--- src/rtl/clk_div_pkg.sv ---
// Shared constants for the multi-channel tone divider: note half-period table and the
// half-period derivation used by every channel.
package clk_div_pkg;

  localparam int unsigned DefNumCh    = 4;
  localparam int unsigned DefSelW     = 3;
  localparam int unsigned DefCntW     = 16;
  localparam int unsigned DefDivShift = 0;

  localparam int unsigned NoteEntries = 8;

  // Half-periods in 50 MHz cycles: 25_000_000 / f, floored.
  localparam logic [DefCntW-1:0] NOTE_HALF_PERIOD [NoteEntries] = '{
    16'd47801,  // Do  523 Hz
    16'd42589,  // Re  587 Hz
    16'd37936,  // Mi  659 Hz
    16'd35816,  // Fa  698 Hz
    16'd31928,  // So  783 Hz
    16'd28409,  // La  880 Hz
    16'd25329,  // Si  987 Hz
    16'd23900   // Do' 1046 Hz
  };

  // Selects past the table repeat the last entry; shifted result never drops below 1.
  function automatic int unsigned half_of(input int unsigned sel, input int unsigned shift);
    logic [2:0]  idx;
    int unsigned raw;
    idx = (sel >= NoteEntries) ? 3'(NoteEntries - 1) : 3'(sel);
    raw = 32'(NOTE_HALF_PERIOD[idx]);
    raw = (shift >= 32) ? 0 : (raw >> shift);
    return (raw == 0) ? 1 : raw;
  endfunction

endpackage

--- src/rtl/clk_div_channel.sv ---
// One divider channel: half-period counter, output toggle and select latch sampled only at
// toggle points. Optional rising-edge strobe when CLKDIV_TICK_EN is defined.
module clk_div_channel
  import clk_div_pkg::*;
#(
  parameter int unsigned SEL_W     = DefSelW,
  parameter int unsigned CNT_W     = DefCntW,
  parameter int unsigned DIV_SHIFT = DefDivShift
) (
  input  logic             i_clk,
  input  logic             i_rst_n,
  input  logic             i_en,
  input  logic [SEL_W-1:0] i_sel,
  output logic             o_out
`ifdef CLKDIV_TICK_EN
  ,
  output logic             o_tick
`endif
);

  localparam logic [CNT_W-1:0] HalfRst = CNT_W'(half_of(0, DIV_SHIFT));

  logic [CNT_W-1:0] r_cnt;
  logic [CNT_W-1:0] w_cnt_nxt;
  logic [CNT_W-1:0] r_half;
  logic [CNT_W-1:0] w_half_nxt;
  logic [CNT_W-1:0] w_half_sel;
  logic             r_out;
  logic             w_out_nxt;
  logic             w_wrap;

  assign w_half_sel = CNT_W'(half_of(32'(i_sel), DIV_SHIFT));
  assign w_wrap     = (r_cnt == (r_half - CNT_W'(1)));

  // Select is only latched at a toggle (or while idle), so a level is never cut short.
  always_comb begin
    w_cnt_nxt  = r_cnt;
    w_out_nxt  = r_out;
    w_half_nxt = r_half;
    if (!i_en) begin
      w_cnt_nxt  = '0;
      w_out_nxt  = 1'b0;
      w_half_nxt = w_half_sel;
    end else if (w_wrap) begin
      w_cnt_nxt  = '0;
      w_out_nxt  = ~r_out;
      w_half_nxt = w_half_sel;
    end else begin
      w_cnt_nxt  = r_cnt + CNT_W'(1);
    end
  end

  always_ff @(posedge i_clk or negedge i_rst_n) begin
    if (!i_rst_n) begin
      r_cnt  <= '0;
      r_out  <= 1'b0;
      r_half <= HalfRst;
    end else begin
      r_cnt  <= w_cnt_nxt;
      r_out  <= w_out_nxt;
      r_half <= w_half_nxt;
    end
  end

  assign o_out = r_out;

`ifdef CLKDIV_TICK_EN
  logic r_tick;
  logic w_tick_nxt;

  assign w_tick_nxt = i_en & w_wrap & ~r_out;

  always_ff @(posedge i_clk or negedge i_rst_n) begin
    if (!i_rst_n) begin
      r_tick <= 1'b0;
    end else begin
      r_tick <= w_tick_nxt;
    end
  end

  assign o_tick = r_tick;
`endif

endmodule

--- src/rtl/clk_divider_multi.sv ---
// Multi-channel tone clock divider: NUM_CH independent square-wave outputs from inclk.
// Define CLKDIV_TICK_EN to add the per-channel rising-edge tick output.
module clk_divider_multi
  import clk_div_pkg::*;
#(
  parameter int unsigned NUM_CH    = DefNumCh,
  parameter int unsigned SEL_W     = DefSelW,
  parameter int unsigned CNT_W     = DefCntW,
  parameter int unsigned DIV_SHIFT = DefDivShift
) (
  input  logic                    inclk,
  input  logic                    reset_n,
  input  logic [NUM_CH-1:0]       enable,
  input  logic [NUM_CH*SEL_W-1:0] frequency_sel,
  output logic [NUM_CH-1:0]       outclk
`ifdef CLKDIV_TICK_EN
  ,
  output logic [NUM_CH-1:0]       tick
`endif
);

  for (genvar k = 0; k < NUM_CH; k++) begin : g_ch
    clk_div_channel #(
      .SEL_W     (SEL_W),
      .CNT_W     (CNT_W),
      .DIV_SHIFT (DIV_SHIFT)
    ) u_ch (
      .i_clk   (inclk),
      .i_rst_n (reset_n),
      .i_en    (enable[k]),
      .i_sel   (frequency_sel[k*SEL_W +: SEL_W]),
      .o_out   (outclk[k])
`ifdef CLKDIV_TICK_EN
      ,
      .o_tick  (tick[k])
`endif
    );
  end

endmodule

--- config.mk ---
export PLATFORM = sky130hd
export DESIGN_NAME = clk_divider_multi
export DESIGN_NICKNAME = d
export VERILOG_FILES = /design/src/rtl/clk_div_pkg.sv /design/src/rtl/clk_div_channel.sv /design/src/rtl/clk_divider_multi.sv
export SDC_FILE = /design/constraint.sdc
export NUM_CORES = 1
export LEC_CHECK = 0
export CAP_MARGIN = 20
export CORE_MARGIN = 5
export CORE_UTILIZATION = 40
export DETAILED_ROUTE_END_ITERATION = 8
export GPL_TIMING_DRIVEN = 1
export HOLD_SLACK_MARGIN = 0.08
export PLACE_DENSITY = 0.6
export RECOVER_POWER = 50
export SLEW_MARGIN = 0
export SYNTH_ARGS = -nofsm -noshare
export SYNTH_HDL_FRONTEND = slang
export SYNTH_SLANG_ARGS = --single-unit
--- constraint.sdc ---
create_clock -name inclk -period 4 [get_ports inclk]
set_clock_uncertainty 0.05 [all_clocks]
set_input_delay 1 -clock inclk [delete_from_list [all_inputs] [get_ports inclk]]
set_output_delay 1 -clock inclk [all_outputs]
set_load 0.02 [all_outputs]
==> flow_metrics.py <==
metrics = {
    "power_and_ir_drop": {
        "power_density_nw_per_um2": 403.5,
        "peakVddDrop_uv": 295.3,
        "leakagePower_nw": 3.885,
    },
    "synthesis": {
        "synth_enable_flop_cells": 0,
        "yosys_warnings": 0,
        "synth_area_per_cell_um2": 9.932,
        "synthesis.nets": 866,
        "ys_seq_elements": 128,
        "synth_ff_type": "dfrtp_1",
        "synth.largest_area_cell": "dfrtp_1",
        "netlist_instances": 820,
        "async_flop_share_pct": 100.0,
        "synth_area_um2": 8144,
        "synthTopCellsByArea": "dfrtp_1 (27%), dfstp_2 (13%), xnor2_1 (6.5%), xor2_1 (6.0%), nor2_1 (4.5%)",
        "ys_types": 72,
        "synth.yosys.seq_area_share_pct": 39.94,
        "synth_common_cells": "nor2_1 (98), dfrtp_1 (88), xnor2_1 (60)",
        "yosysMostFrequentCell": "nor2_1",
        "yosysTopAreaCellShare_pct": 27.04,
    },
    "setup_path": {
        "regToRegSetupSlack_ps": 850,
        "r2r_end": "g_ch[1].u_ch.r_half[14]",
        "crit_chain": "inv_1 -> ha_1 -> or4b_2 -> nor4_1 -> xnor2_1 -> nand4_1 -> o41ai_4 -> buf_4 -> mux2_2",
        "crit_path_start_kind": "flop",
        "worstPathArrival_ps": 3390,
        "endpoint_kind": "flop",
        "crit_required_ps": 4240,
        "reg2reg_depth": 9,
        "crit_family": "simple AND/OR/NAND/NOR gates",
        "path_buf_inv": 2,
        "slowest_stage": "or4b_2",
        "crit_path_max_incr_delay_ps": 590,
        "critical_path_peak_fanout": 18,
        "r2r-start": "g_ch[1].u_ch.r_half[2]",
        "critPathKind": "flop to flop",
    },
    "floorplanning": {
        "ios": 22,
        "die_area_um2": 23310,
        "start_util_pct": 40.38,
        "die_w_um": 152.7,
        "dieHeight_um": 152.7,
        "design.core.area_um2": 20170,
        "std_cell_rows": 52,
    },
    "cts": {
        "cts_buffers": 17,
        "ctsLongestPathBuffers": 2,
        "clock_latency_ps": 410,
        "cts_resized": 0,
        "cts_sinks": 128,
        "cts_tree": "done",
        "htree_levels": 4,
        "post_cts_buffers": 0,
        "clkTransAtPathRegs_ps": 60,
        "hold_buffers": 0,
        "root_buffer": "clkbuf_16",
    },
    "route": {
        "drc": 0,
        "met1_length_um": 7958,
        "wirelength_um": 15870,
        "vias_per_cell": 5.173,
        "drtIter0Drc": 278,
        "dr.pass1.iters": 5,
        "wl_met2_um": 7321,
        "top_layer_used": "met4",
        "detail-route-antenna-nets": 0,
        "route.met3.wl_um": 395,
        "wl_per_cell_um": 14.22,
        "vias": 5773,
    },
    "sta": {
        "hold_viol": 0,
        "layout_min_cycle_time_ps": 3150,
        "tightest_slew_ps": 1762,
        "maxSlewViolCount": 70,
        "fin_tns_setup_ps": 0,
        "setup_viol": 0,
        "slew_headroom_pct": -17.44,
        "rsz0062_at_grt": "false",
        "fmax_mhz": 317.5,
        "fin_crit_sh_pct": 78.75,
    },
    "job": {
        "drv_cap": 1,
    },
    "worst_hold_path": {
        "min_from": "g_ch[2].u_ch.r_half[15]",
        "hold_end": "g_ch[2].u_ch.r_half[15]",
        "min_path_type": "flop to flop",
        "min_delay_path_depth": 2,
    },
    "grt": {
        "gr-total-overflow": 0,
        "grt.total_usage_pct": 13.94,
        "antenna_found_initial": 0,
        "grt_max_degree": 71,
        "first_global_vias": 5559,
        "grt_pass1_wl_um": 27530,
    },
    "layout": {
        "nNetsFinal": 879,
        "area_delta_synth_final_pct": 13.17,
        "fill_cells": 1920,
        "multi_input_area_um2": 4556,
        "ff_latch_area_um2": 3253,
        "final_layout_size_suffix_gt1_share_pct": 15.72,
        "final_util_pct": 45.69,
        "diodes": 0,
    },
    "place": {
        "io_buffers": 21,
        "dp_hpwl_um": 11050,
        "gp_congestion": 0.8358,
    },
    "outcome": {
        "outcome": "complete, but fails checks",
        "failed_checks": "capacitance limit, slew limit",
    },
}
[worst max path at each step]
stage                                      start                      end  slack, ps  cells past startpoint
after floorplan           g_ch[1].u_ch.r_half[2]  g_ch[1].u_ch.r_half[14]       1060                      9
after global placement    g_ch[3].u_ch.r_half[0]  g_ch[3].u_ch.r_half[12]        900                      7
after detailed placement  g_ch[1].u_ch.r_half[2]  g_ch[1].u_ch.r_half[14]        830                      9
after CTS                 g_ch[1].u_ch.r_half[0]  g_ch[1].u_ch.r_half[14]        810                      9
after global routing      g_ch[1].u_ch.r_half[0]  g_ch[1].u_ch.r_half[14]        590                      9
final                     g_ch[1].u_ch.r_half[2]  g_ch[1].u_ch.r_half[14]        850                      9
[flip-flops by register name (all words and copies together) (netlist names)]
signal and flops:
g_ch.u_ch.o_out 4, g_ch.u_ch.r_half 60, g_ch.u_ch.r_cnt 64
[worst reg2reg max path: stages, from the launching register on]
cell	delay [ps]
dfrtp_1	400
inv_1	90
ha_1	220
or4b_2	590
nor4_1	240
xnor2_1	160
nand4_1	260
o41ai_4	370
buf_4	290
mux2_2	360
[layer usage]
layer  GRT usage (%)  vias to the layer above
li1                -                     2889
met1           19.53                     2812
met3           3.011                       15
met5               0                        -
met2           21.75                       57
met4           4.158                        0
[cell usage in the layout, fill, tap and decap left out, types with 4 or more instances in the layout]
cell type        count
mux2_1              10
nor4_1              24
nor3_1              17
nand4_1             11
clkinv_2             4
dfrtp_1             88
nand2b_1            12
o211ai_1             4
nor2b_1              7
mux2_2              29
xor2_1              56
and3_1              20
or4_1                6
xnor2_1             60
a31oi_1              4
clkdlybuf4s50_1     18
nor3b_1              4
clkbuf_16           17
or2_2                5
a311oi_1             4
bufinv_16            5
o21ai_0             12
nor2_1              98
and2_1               8
buf_4                7
ha_1                28
dfstp_2             40
nand2_1             45
nand3_1             22
mux2i_1             33
mux2_4              10
inv_1               38
or3_1               10
a21oi_1             22
[metrics by stage]
| step | std cells | setup WS, ps | power (W) | hold WS (ps) | area (um2) |
|---|---|---|---|---|---|
| after global placement | 1084 | 896.9 | 0.002029 | 410.4 | 8577 |
| after CTS | 1116 | 808.8 | 0.003768 | 425.4 | 9223 |
| after detailed placement | 1084 | 826.3 | 0.002037 | 412.0 | 8577 |
| after global routing | 1116 | 587.2 | 0.003899 | 440.9 | 9216 |
| after floorplan | 820 | 1056 | 0.001893 | 387.6 | 8144 |
| final | 1116 | 850.1 | 0.003719 | 421.9 | 9216 |
[kinds of logic after synthesis]
logic type      synth area share, %
buf+inv                       4.256
xor+xnor                      13.30
mux                           11.29
compound gates                7.851
simple gates                  19.05
fa+ha+maj                     4.302
flops                         39.94
[area by class of cell]
type                    instances  area share, %
clock buffers                  21          4.996
clock inverters                11          2.009
inverters                      39          1.588
multi-input cells             618          49.43
flip-flops and latches        128          35.30
well taps                     270          3.665
repair buffers                 29          3.014
[where the power goes]
part / switching [W] / internal (W)
combinational: 0.000241 / 0.000235
clock: 0.000568 / 0.00113
sequential: 0.000123 / 0.00142
Power figures use the tool's default switching activity.
